--- config.mk ---
export PLATFORM = sky130hd
export DESIGN_NAME = alu_arbiter
export DESIGN_NICKNAME = d
export VERILOG_FILES = /design/src/rtl/alu_pkg.sv /design/src/rtl/rr_arbiter.sv /design/src/rtl/alu_arbiter.sv
export SDC_FILE = /design/constraint.sdc
export NUM_CORES = 1
export LEC_CHECK = 0
export CORE_MARGIN = 2
export CORE_UTILIZATION = 41
export DETAILED_ROUTE_END_ITERATION = 12
export PLACE_DENSITY = 0.85
export RECOVER_POWER = 100
export SYNTH_ARGS = -nofsm -noshare
export SYNTH_HDL_FRONTEND = slang
export SYNTH_SLANG_ARGS = --single-unit
--- constraint.sdc ---
create_clock -name clk -period 4.4 [get_ports clk]
set_input_delay 1.1 -clock clk [delete_from_list [all_inputs] [get_ports clk]]
set_output_delay 1.1 -clock clk [all_outputs]
set_load 0.05 [all_outputs]
--- src/rtl/alu_pkg.sv ---
// Shared types and widths for the ALU arbiter slice: ALU op codes and the
// arbiter FSM states.
package alu_pkg;

    localparam int ALU_XLEN = 32;
    localparam int GES_W    = 3;

    typedef enum logic [3:0] {
        ALU_ADD = 4'b0000,
        ALU_SUB = 4'b0001,
        ALU_SRL = 4'b0010,
        ALU_SRA = 4'b0011,
        ALU_SLL = 4'b0100,
        ALU_XOR = 4'b0101,
        ALU_OR  = 4'b0110,
        ALU_AND = 4'b0111
    } alu_op_e;

    typedef enum logic [1:0] {
        IDLE,
        EXEC,
        RESP
    } arb_state_e;

endpackage

--- src/rtl/rr_arbiter.sv ---
// Round-robin picker: first requester at or after ptr (wrapping) wins and the
// pointer moves just past the winner. No grant leaves the pointer unchanged.
module rr_arbiter #(
    parameter int N_REQ = 2,
    parameter int PW    = (N_REQ > 1) ? $clog2(N_REQ) : 1
) (
    input  logic             en,
    input  logic [N_REQ-1:0] req,
    input  logic [PW-1:0]    ptr,
    output logic [N_REQ-1:0] grant,
    output logic [PW-1:0]    winner,
    output logic [PW-1:0]    next_ptr
);

    always_comb begin
        logic [PW-1:0] idx;
        logic          found;
        grant    = '0;
        winner   = '0;
        next_ptr = ptr;
        found    = 1'b0;
        idx      = '0;
        for (int k = 0; k < N_REQ; k++) begin
            idx = PW'((int'(ptr) + k) % N_REQ);
            if (en && !found && req[idx]) begin
                found       = 1'b1;
                grant[idx]  = 1'b1;
                winner      = idx;
                next_ptr    = (int'(idx) == N_REQ - 1) ? '0 : idx + PW'(1);
            end
        end
    end

endmodule

--- src/rtl/alu_arbiter.sv ---
// Shares one external combinational ALU between N_REQ requesters: grant, one
// cycle of ALU evaluation on registered operands, then a held response.
module alu_arbiter
    import alu_pkg::*;
#(
    parameter int N_REQ = 2,
    parameter int XLEN  = ALU_XLEN
) (
    input  logic               clk,
    input  logic               rst_n,
    input  logic [N_REQ-1:0]   req_valid,
    output logic [N_REQ-1:0]   req_ready,
    input  logic [N_REQ*XLEN-1:0] req_arg1,
    input  logic [N_REQ*XLEN-1:0] req_arg2,
    input  logic [N_REQ*4-1:0] req_ctrl,
    output logic [N_REQ-1:0]   rsp_valid,
    input  logic [N_REQ-1:0]   rsp_ready,
    output logic [XLEN-1:0]    rsp_result,
    output logic [GES_W-1:0]   rsp_ges,
    output logic [XLEN-1:0]    alu_arg1,
    output logic [XLEN-1:0]    alu_arg2,
    output logic [3:0]         alu_ctrl,
    input  logic [XLEN-1:0]    alu_result,
    input  logic [GES_W-1:0]   alu_ges
);

    localparam int PW = (N_REQ > 1) ? $clog2(N_REQ) : 1;

    arb_state_e       state;
    logic [PW-1:0]    ptr;
    logic [PW-1:0]    owner;
    logic [PW-1:0]    winner;
    logic [PW-1:0]    next_ptr;
    logic [N_REQ-1:0] grant;
    logic             rsp_done;
    logic             arb_en;
    logic [XLEN-1:0]  sel_arg1;
    logic [XLEN-1:0]  sel_arg2;
    logic [3:0]       sel_ctrl;

    // Arbitration is also gated by reset so no grant is ever shown while held in reset.
    assign rsp_done  = (state == RESP) && rsp_ready[owner];
    assign arb_en    = rst_n && ((state == IDLE) || rsp_done);
    assign req_ready = grant;

    rr_arbiter #(
        .N_REQ (N_REQ),
        .PW    (PW)
    ) u_rr (
        .en       (arb_en),
        .req      (req_valid),
        .ptr      (ptr),
        .grant    (grant),
        .winner   (winner),
        .next_ptr (next_ptr)
    );

    always_comb begin
        sel_arg1 = '0;
        sel_arg2 = '0;
        sel_ctrl = '0;
        for (int i = 0; i < N_REQ; i++) begin
            if (winner == PW'(i)) begin
                sel_arg1 = req_arg1[i*XLEN +: XLEN];
                sel_arg2 = req_arg2[i*XLEN +: XLEN];
                sel_ctrl = req_ctrl[i*4 +: 4];
            end
        end
    end

    // ALU operand registers only load on a grant, so they hold the last op while idle.
    always_ff @(posedge clk or negedge rst_n) begin
        if (!rst_n) begin
            state      <= IDLE;
            ptr        <= '0;
            owner      <= '0;
            rsp_valid  <= '0;
            rsp_result <= '0;
            rsp_ges    <= '0;
            alu_arg1   <= '0;
            alu_arg2   <= '0;
            alu_ctrl   <= ALU_ADD;
        end else begin
            case (state)
                IDLE, RESP: begin
                    if (rsp_done) begin
                        rsp_valid <= '0;
                    end
                    if (grant != '0) begin
                        alu_arg1 <= sel_arg1;
                        alu_arg2 <= sel_arg2;
                        alu_ctrl <= sel_ctrl;
                        owner    <= winner;
                        ptr      <= next_ptr;
                        state    <= EXEC;
                    end else if (rsp_done) begin
                        state    <= IDLE;
                    end
                end
                EXEC: begin
                    rsp_result <= alu_result;
                    rsp_ges    <= alu_ges;
                    rsp_valid  <= N_REQ'(1) << owner;
                    state      <= RESP;
                end
                default: state <= IDLE;
            endcase
        end
    end

endmodule
==> results.md <==
* Status: complete, but fails checks
* Failing checks: capacitance limit, slew limit
* Setup crit end kind: output port
* WP data arrival at 2.83 ns
* Global route overflow at 0
* CTS Hold Buffers Added at 0
* Synth warn at 0
* CORE AREA at 0.0113 mm^2
* Post-Syn Instances at 406
* Post-route setup TNS at 0 ns
* GP Congestion at 0.810
* Wl on met1 at 4850 um
* Area occupied by registers at 0.00273 mm^2
* Dpl hpwl at 10900 um
* Sequential cell area fraction in the yosys report at 57.6%
* Post-route cell area at 0.00790 mm^2
* F_max at 255 MHz
* Root Buffer: clkbuf_16
* Aggregate global-route resource usage at 22.6%
* Setup repair bufs after CTS at 0
* Syn nets at 583
* Yosys cell types at 23
* Area growth from synthesis to layout at 66.9%
* Clock tree from TritonCTS: done
* Initial antenna violation count at 0
* RSZ-0062 raised after global routing: false
* Die Span Y at 111 um
* Share of cells above drive strength 1 at 8.20%
* Skew-Pair Late Insertion Delay at 0.34 ns
* Final WL at 13800 um
* Critical Path Fanout Max at 4
* Worst-path cell chain: dlygate4sd3_1 > nand2b_1 > a31oi_1 > nand2_1 > a21oi_1 > clkbuf_1
* # diodes at 0
* Placed inst area at 0.00767 mm^2
* Min-Delay Path Class: flip-flop to flip-flop
* Number of maximum-capacitance violations at 1
* Worst Max-Slew Pin Slew at 1.70 ns
* Fin. Hold Viols at 0
* Largest net degree at the start of global routing at 77
* Util after Layout at 69.8%
* DR iter-0 viols at 161
* Crit path kind: input pin to output port
* IO Pins at 284
* Vias per inst at 4.93
* Final critical-path share of the clock period at 89.2%
* Floorplan row count at 39
* Die ar. at 0.0124 mm^2
* Clock slew at reported path FFs at 0.06 ns
* R2r setup slk at 1.86 ns
* Final Max Slew Viols at 39
* Clock Path Buffers at 2
* Vias at 4074
* Static Leak at 0.00325 uW
* Antenna viol nets, final at 0
* Total CTS buffers at 9
* Top Metal Used: met4
* Slowest stage delay, CP at 0.57 ns
* Most frequent cells in the layout: 174 x clkdlybuf4s50_1, 109 x dfrtp_1, 106 x dlygate4sd3_1
* Routed WL per cell at 16.7 um
* Most common cell after layout, fill and taps aside: clkdlybuf4s50_1
* Routed wl met2 at 7380 um
* Slew margin rel. at -13.2%
* Clock Skew at 0.00273 ns
* Clock Sinks at 109
* Number of synthesized register bits at 109
* Post_cts resized at 0
* Req. time, crit path at 3.30 ns
* Fill cell count at 821
* IO buf count at 283
* Vias in the first global route at 4400
* Cell Area, Synth at 0.00473 mm^2
* Fin crit period at 3.93 ns
* PD cells at 780 mW/mm^2
* First-pass GRT wire length at 22200 um
* H-Tree Depth at 3
* Drt drc at 0
* Final Hold Slack at 0.499 ns
* DRT Pass-1 Iters at 4
* CP startpoint kind: input pin
* Layout Nets at 855
* Final setup fails at 0
* Area occupied by multi-input gates at 0.00183 mm^2
* Maximum VDD drop at 601 uV
* Slowest CP cell: dlygate4sd3_1
* Die width at 111 um
* Syn_area_per_cell at 11.7 um^2
* Met3 WL post-DR at 1340 um
* Initial Util at 41.8%
-- per-layer routing --
layer	vias to the layer above	global-route usage, %
met5	-	0
met4	0	7.49
met3	17	8.55
met2	177	42.4
met1	1916	23.0
li1	1964	-
-- critical path: cells and delay by family --
family,cells,cell delay [ns]
buf+inv,2,1.07
compound gates,2,0.45
simple gates,2,0.21
-- kinds of logic after synthesis --
kind of cell,count (synthesis),synth area share (%)
compound gates,82,9.23
buf+inv,32,3.75
flops,109,57.6
mux,103,22.7
simple gates,80,6.66
-- synth_stat cells, drive strengths merged --
cell    number  area [um^2]
nand2b       3         18.8
a21boi       2         15.0
nor2b        1         6.26
o22ai        1         6.26
and2         1         6.26
o21ai        1         5.00
o21bai       1         7.51
nand3        2         10.0
nand2        4         15.0
a311oi       1         15.0
inv          4         15.0
a21oi       72          360
a31oi        3         18.8
a221oi       1         8.76
dfrtp      109         2730
mux2i       68          681
clkbuf       1         3.75
buf         27          159
mux2        35          394
nor2        69          259
-- through the flow --
stage / std cells / total power (uW) / worst slack, ns
finish: 826 / 6160 / 0.475
global route: 826 / 6450 / 0.345
CTS: 826 / 6410 / 0.710
detailed placement: 810 / 5650 / 0.704
global placement: 810 / 5550 / 0.765
floorplan: 406 / 4240 / 1.01
-- final timing paths --
path | startpoint | endpoint | cells after the start
min in group asynchronous | rst_n | rsp_result[1] | 2
max reg2reg | owner | alu_arg1[4] | 5
min | rsp_result[21] | rsp_result[21] | 1
max | rsp_ready[0] | req_ready[0] | 6
max in group asynchronous | rst_n | alu_arg1[3] | 3
min reg2reg | rsp_result[21] | rsp_result[21] | 1
-- power by group --
| group | internal, uW | total (uW) | leakage, uW | switching [uW] |
|---|---|---|---|---|
| registers | 1500 | 1760 | 0.00122 | 263 |
| clock network | 415 | 752 | 0.000134 | 337 |
| logic | 1170 | 3650 | 0.00189 | 2480 |
-- registers in the layout (all words and copies together) (netlist names) --
register    cells
alu_arg2       32
rsp_valid       2
rsp_ges         3
owner           1
state           2
rsp_result     32
ptr             1
alu_arg1       32
alu_ctrl        4
-- area by class of cell --
class | instances | share of cell area (%)
tap | 143 | 2.27
clock inverter | 1 | 0.0634
inverter | 4 | 0.190
clock buffer | 15 | 3.39
multi-input combinational | 265 | 23.2
timing repair buffer | 289 | 36.4
sequential | 109 | 34.5
No activity file was read; power rests on OpenSTA's default activity.
